`config.mk`:
```
export PLATFORM = sky130hd
export DESIGN_NAME = csr_rmw_unit
export DESIGN_NICKNAME = d
export VERILOG_FILES = /design/src/rtl/csr_rmw_pkg.sv /design/src/rtl/csr_rmw_alu.sv /design/src/rtl/csr_rmw_unit.sv
export SDC_FILE = /design/constraint.sdc
export NUM_CORES = 1
export LEC_CHECK = 0
export ABC_AREA = 1
export CORE_MARGIN = 2
export CORE_UTILIZATION = 45
export DETAILED_ROUTE_END_ITERATION = 7
export GPL_TIMING_DRIVEN = 0
export PLACE_DENSITY_LB_ADDON = 0.15
export REMOVE_ABC_BUFFERS = 1
export SYNTH_ARGS = -nofsm -noshare
export SYNTH_HDL_FRONTEND = slang
export SYNTH_SLANG_ARGS = --single-unit
```
`constraint.sdc`:
```
create_clock -name clk -period 3.3 [get_ports clk]
set_input_delay 0.66 -clock clk [delete_from_list [all_inputs] [get_ports clk]]
set_output_delay 0.66 -clock clk [all_outputs]
set_load 0.05 [all_outputs]
```
`src/rtl/csr_rmw_pkg.sv`:
```
// csr_rmw_pkg: FSM state type and funct3 encodings shared by the CSR read-modify-write unit.
package csr_rmw_pkg;
  typedef enum logic [1:0] {IDLE, READ, WRITE, RESP} state_t;
  localparam logic [2:0] F3_RW  = 3'b001;
  localparam logic [2:0] F3_RS  = 3'b010;
  localparam logic [2:0] F3_RC  = 3'b011;
  localparam logic [2:0] F3_RWI = 3'b101;
  localparam logic [2:0] F3_RSI = 3'b110;
  localparam logic [2:0] F3_RCI = 3'b111;
endpackage

```
`src/rtl/csr_rmw_alu.sv`:
```
// csr_rmw_alu: combinational new-value, write-needed and illegal-encoding decode for CSR instructions.
module csr_rmw_alu
  import csr_rmw_pkg::*;
#(
  parameter int XLEN = 32
) (
  input  logic [2:0]      funct3,
  input  logic [XLEN-1:0] old_val,
  input  logic [XLEN-1:0] operand,
  input  logic [4:0]      zimm,
  output logic [XLEN-1:0] new_val,
  output logic            wr_needed,
  output logic            illegal
);
  logic rw, rs, rc;
  always_comb begin
    rw = funct3 == F3_RW || funct3 == F3_RWI;
    rs = funct3 == F3_RS || funct3 == F3_RSI;
    rc = funct3 == F3_RC || funct3 == F3_RCI;
    illegal = !(rw || rs || rc);
    new_val = rw ? operand : rs ? (old_val | operand) : rc ? (old_val & ~operand) : old_val;
    // set/clear with a zero source field must not write (avoids side effects on read-only CSRs)
    wr_needed = rw || ((rs || rc) && zimm != 5'd0);
  end
endmodule

```
`src/rtl/csr_rmw_unit.sv`:
```
// csr_rmw_unit: 4-cycle CSR read-modify-write sequencer (IDLE->READ->WRITE->RESP).
// Define CSR_RMW_RO_CHECK_EN to block writes to read-only CSRs (addr[11:10]==2'b11) and flag resp_err.
module csr_rmw_unit
  import csr_rmw_pkg::*;
#(
  parameter int XLEN   = 32,
  parameter int ADDR_W = 12
) (
  input  logic              clk,
  input  logic              rst_n,
  input  logic              req_valid,
  output logic              req_ready,
  input  logic [2:0]        req_funct3,
  input  logic [ADDR_W-1:0] req_addr,
  input  logic [XLEN-1:0]   req_rs1,
  input  logic [4:0]        req_zimm,
  output logic              resp_valid,
  input  logic              resp_ready,
  output logic [XLEN-1:0]   resp_data,
  output logic              resp_err,
  output logic              write,
  output logic [ADDR_W-1:0] wrAddr_CSR,
  output logic [XLEN-1:0]   wrVal_CSR,
  output logic [ADDR_W-1:0] rdAddr_CSR,
  input  logic [XLEN-1:0]   rdVal_CSR
);
  state_t            state, state_d;
  logic [2:0]        f3_q;
  logic [ADDR_W-1:0] addr_q;
  logic [XLEN-1:0]   rs1_q, old_q, operand, new_val;
  logic [4:0]        zimm_q;
  logic              wr_needed, illegal, ro, err_q;

  assign operand    = f3_q[2] ? {{(XLEN-5){1'b0}}, zimm_q} : rs1_q;
  assign rdAddr_CSR = addr_q;
  assign wrAddr_CSR = addr_q;
  assign wrVal_CSR  = new_val;
  assign resp_data  = old_q;

`ifdef CSR_RMW_RO_CHECK_EN
  assign ro = wr_needed && addr_q[ADDR_W-1 -: 2] == 2'b11;
`else
  assign ro = 1'b0;
`endif

  csr_rmw_alu #(.XLEN(XLEN)) u_alu (
    .funct3   (f3_q),
    .old_val  (old_q),
    .operand  (operand),
    .zimm     (zimm_q),
    .new_val  (new_val),
    .wr_needed(wr_needed),
    .illegal  (illegal)
  );

  always_comb begin
    state_d    = state;
    req_ready  = 1'b0;
    write      = 1'b0;
    resp_valid = 1'b0;
    resp_err   = 1'b0;
    state_d    = (state == IDLE && req_valid) ? READ :
                 (state == READ)              ? WRITE :
                 (state == WRITE)             ? RESP :
                 (state == RESP && resp_ready) ? IDLE : state;
    req_ready  = state == IDLE;
    write      = state == WRITE && wr_needed && !illegal && !ro;
    resp_valid = state == RESP;
    resp_err   = resp_valid && err_q;
  end

  always_ff @(posedge clk or negedge rst_n) begin
    if (!rst_n) begin
      state  <= IDLE;
      f3_q   <= '0;
      addr_q <= '0;
      rs1_q  <= '0;
      zimm_q <= '0;
      old_q  <= '0;
      err_q  <= 1'b0;
    end else begin
      state <= state_d;
      if (state == IDLE && req_valid) begin
        f3_q   <= req_funct3;
        addr_q <= req_addr;
        rs1_q  <= req_rs1;
        zimm_q <= req_zimm;
      end
      if (state == READ) old_q <= rdVal_CSR;
      if (state == WRITE) err_q <= illegal || ro;
    end
  end
endmodule

```
==> results.json <==
{
  "vias": 3912,
  "drv_cap": 0,
  "post-place-cells": 752,
  "stdcell_area_um2": 6170,
  "diodes": 0,
  "period_share_pct": 94.6,
  "wl_mm": 11.7,
  "clk_path_buf_depth": 2,
  "grt_pass1_vias": 3909,
  "ys_types": 20,
  "synth.area.top_cells": "dfrtp_1, nand2_1, mux2_2",
  "finalCriticalPeriod_ns": 3.12,
  "row_count": 35,
  "avgSynthCellArea_um2": 8.36,
  "routedWlPerCell_um": 15.1,
  "placed_cell_area_um2": 5900,
  "clkTransAtPathRegs_ns": 0.09,
  "synth_mux_area_share_pct": 7.03,
  "start_util_pct": 45.7,
  "end_kind": "output pin",
  "slew_headroom_pct": 28.4,
  "finalWorstSetupSlack_ns": 0.177,
  "synth-simple-area-share_pct": 27.7,
  "clock_skew_ns": 0.0105,
  "io_buffers": 179,
  "fin_nets": 749,
  "worst_pin_slew_ns": 1.07,
  "synthCells": 498,
  "grt_pass1_wl_mm": 18.8,
  "syn_to_final_growth_pct": 48.0,
  "drc": 0,
  "io_pins": 180,
  "cts_made_buffers": 9,
  "critPathArrivalTime_ns": 2.46,
  "synth_compound_area_share_pct": 4.66,
  "post-place-ws_ns": -0.547,
  "cts-root-buf": "clkbuf_8",
  "die_w_um": 100,
  "synth_commonest_cells": "nand2_1, dfrtp_1, nand3_1",
  "track_usage_pct": 23.7,
  "yosys_most_used_dff": "dfrtp_1",
  "grt_antenna_before_repair": 0,
  "dieHeight_um": 100,
  "setup_viol": 0,
  "drtAntennaViolNets": 0,
  "final_hold_viol_count": 0,
  "synth_top_cell_by_area": "dfrtp_1",
  "synth_xor_xnor_area_share_pct": 0,
  "fin_tns_setup_ns": 0,
  "worstSkewPairLatency_ns": 0.35,
  "grt_overflow": 0,
  "rsz0062_at_grt": "false",
  "first_pass_iters": 4,
  "yosysMostFrequentCell": "nand2_1",
  "fmax_mhz": 320,
  "synthAdderAreaFrac_pct": 1.20,
  "cp_max_fo": 31,
  "synth.cell_area_um2": 4170,
  "async_reset_ff_share_pct": 100,
  "min_path_type": "input port to asynchronous set/reset pin",
  "synth_top_family_by_area": "simple AND/OR/NAND/NOR gates",
  "place_congestion": 0.758,
  "fin_cells": 773,
  "synth_edf_count": 0,
  "synth-seq-cells": 87,
  "drt-vias-per-instance": 5.06,
  "outcome": "complete, no violations",
  "start_kind": "register",
  "core_um2": 9110,
  "cts_tree": "yes",
  "synth.top_cell.area_share_pct": 52.3,
  "regToRegSetupSlack_ns": 0.52,
  "required_ns": 2.64,
  "synth.yosys.seq_area_share_pct": 52.3,
  "drt_iter0_markers": 134,
  "yosys_warnings": 0,
  "cts.sinks": 87,
  "htreeDepth": 3,
  "drive_above_1_share_pct": 9.21,
  "grt_max_degree": 66,
  "slew_viol_final": 0,
  "place_hpwl_mm": 7.75,
  "dieArea_um2": 10000,
  "crit_type": "register to output pin"
}
==> path summary, 6_finish.rpt <==
| kind | from | to | depth (start not counted) |
|---|---|---|---|
| worst max-delay path | f3_q[1]$_DFFE_PN0P_ | wrVal_CSR[22] | 7 |
| worst min-delay path | rst_n | resp_data[4]$_DFFE_PN0P_ | 1 |
| worst max register to register | state[0]$_DFFE_PN0P_ | state[0]$_DFFE_PN0P_ | 7 |
| worst min register to register | rdAddr_CSR[9]$_DFFE_PN0P_ | rdAddr_CSR[9]$_DFFE_PN0P_ | 2 |
| max in group asynchronous | rst_n | resp_data[29]$_DFFE_PN0P_ | 2 |
| min in group clk | rdAddr_CSR[9]$_DFFE_PN0P_ | rdAddr_CSR[9]$_DFFE_PN0P_ | 2 |
==> flip-flops by register name, summed over array words and instances, names as in the netlist <==
name        flops
err_q           1
zimm_q          5
rs1_q          32
rdAddr_CSR     12
state           2
resp_data      32
f3_q            3
==> per-stage QoR <==
step,util [%],hold WS (ns)
detailed placement,64.8,0.477
finish,67.7,0.200
global placement,64.5,0.463
floorplan,-,0.364
global route,67.7,0.206
CTS,67.5,0.201
==> kinds of logic (layout without fill, tap and decap cells) <==
logic type / after synthesis / in the layout
mux: 26 / 26
flops: 87 / 87
compound gates: 33 / 34
buf+inv: 56 / 219
simple gates: 292 / 292
fa+ha+maj: 4 / 4
==> worst max-delay path: stages (launching register included) <==
cell	delay [ns]
dfrtp_4	0.61
inv_2	0.13
nand2_4	0.25
a21oi_4	0.23
buf_4	0.20
nand2_1	0.07
nand2_1	0.06
dlygate4sd2_1	0.55
==> placed cells by master (no fill, tap or decap) <==
cell type	instances
dlygate4sd2_1	26
bufinv_16	2
o21bai_1	1
dfrtp_1	85
ha_2	1
nand2_4	1
nand3_1	43
ha_1	3
nor2_1	9
nand2_1	236
mux2_2	26
inv_2	4
clkinv_4	1
a21oi_4	2
o21a_1	2
dfrtp_4	1
inv_1	14
clkinvlp_4	1
dfrtp_2	1
clkinv_2	2
nor2_2	1
clkbuf_1	1
nand2_2	2
a21oi_1	1
buf_4	5
o21ai_0	24
clkbuf_8	10
clkdlybuf4s50_1	146
o211ai_1	4
buf_16	1
dlymetal6s2s_1	6
==> timing repair <==
action,4_1_cts,5_1_grt
pin swaps,2,0
endpoints found under the setup margin,32,6
hold buffers,0,0
cloned,1,0
gates resized for setup,33,6
setup buffers,4,0
==> routing by layer <==
| metal | global-route usage, % | routed length [um] | vias to the layer above |
|---|---|---|---|
| met3 | 5.29 | 692 | 19 |
| met2 | 40.6 | 5820 | 128 |
| met1 | 30.0 | 4920 | 1882 |
| li1 | - | - | 1883 |
| met4 | 7.48 | 238 | 0 |
| met5 | 0 | 0 | - |
==> area by class of cell <==
class | count | area [um^2]
inverter | 19 | 72.6
tap | 111 | 139
timing repair buffer | 184 | 1830
clock buffer | 11 | 141
sequential | 87 | 2180
clock inverter | 5 | 81.3
fill | 792 | 2940
multi-input combinational | 356 | 1720
Power is not shown: default switching activity piles up to over one toggle a cycle in this logic, so the estimate is an artifact.
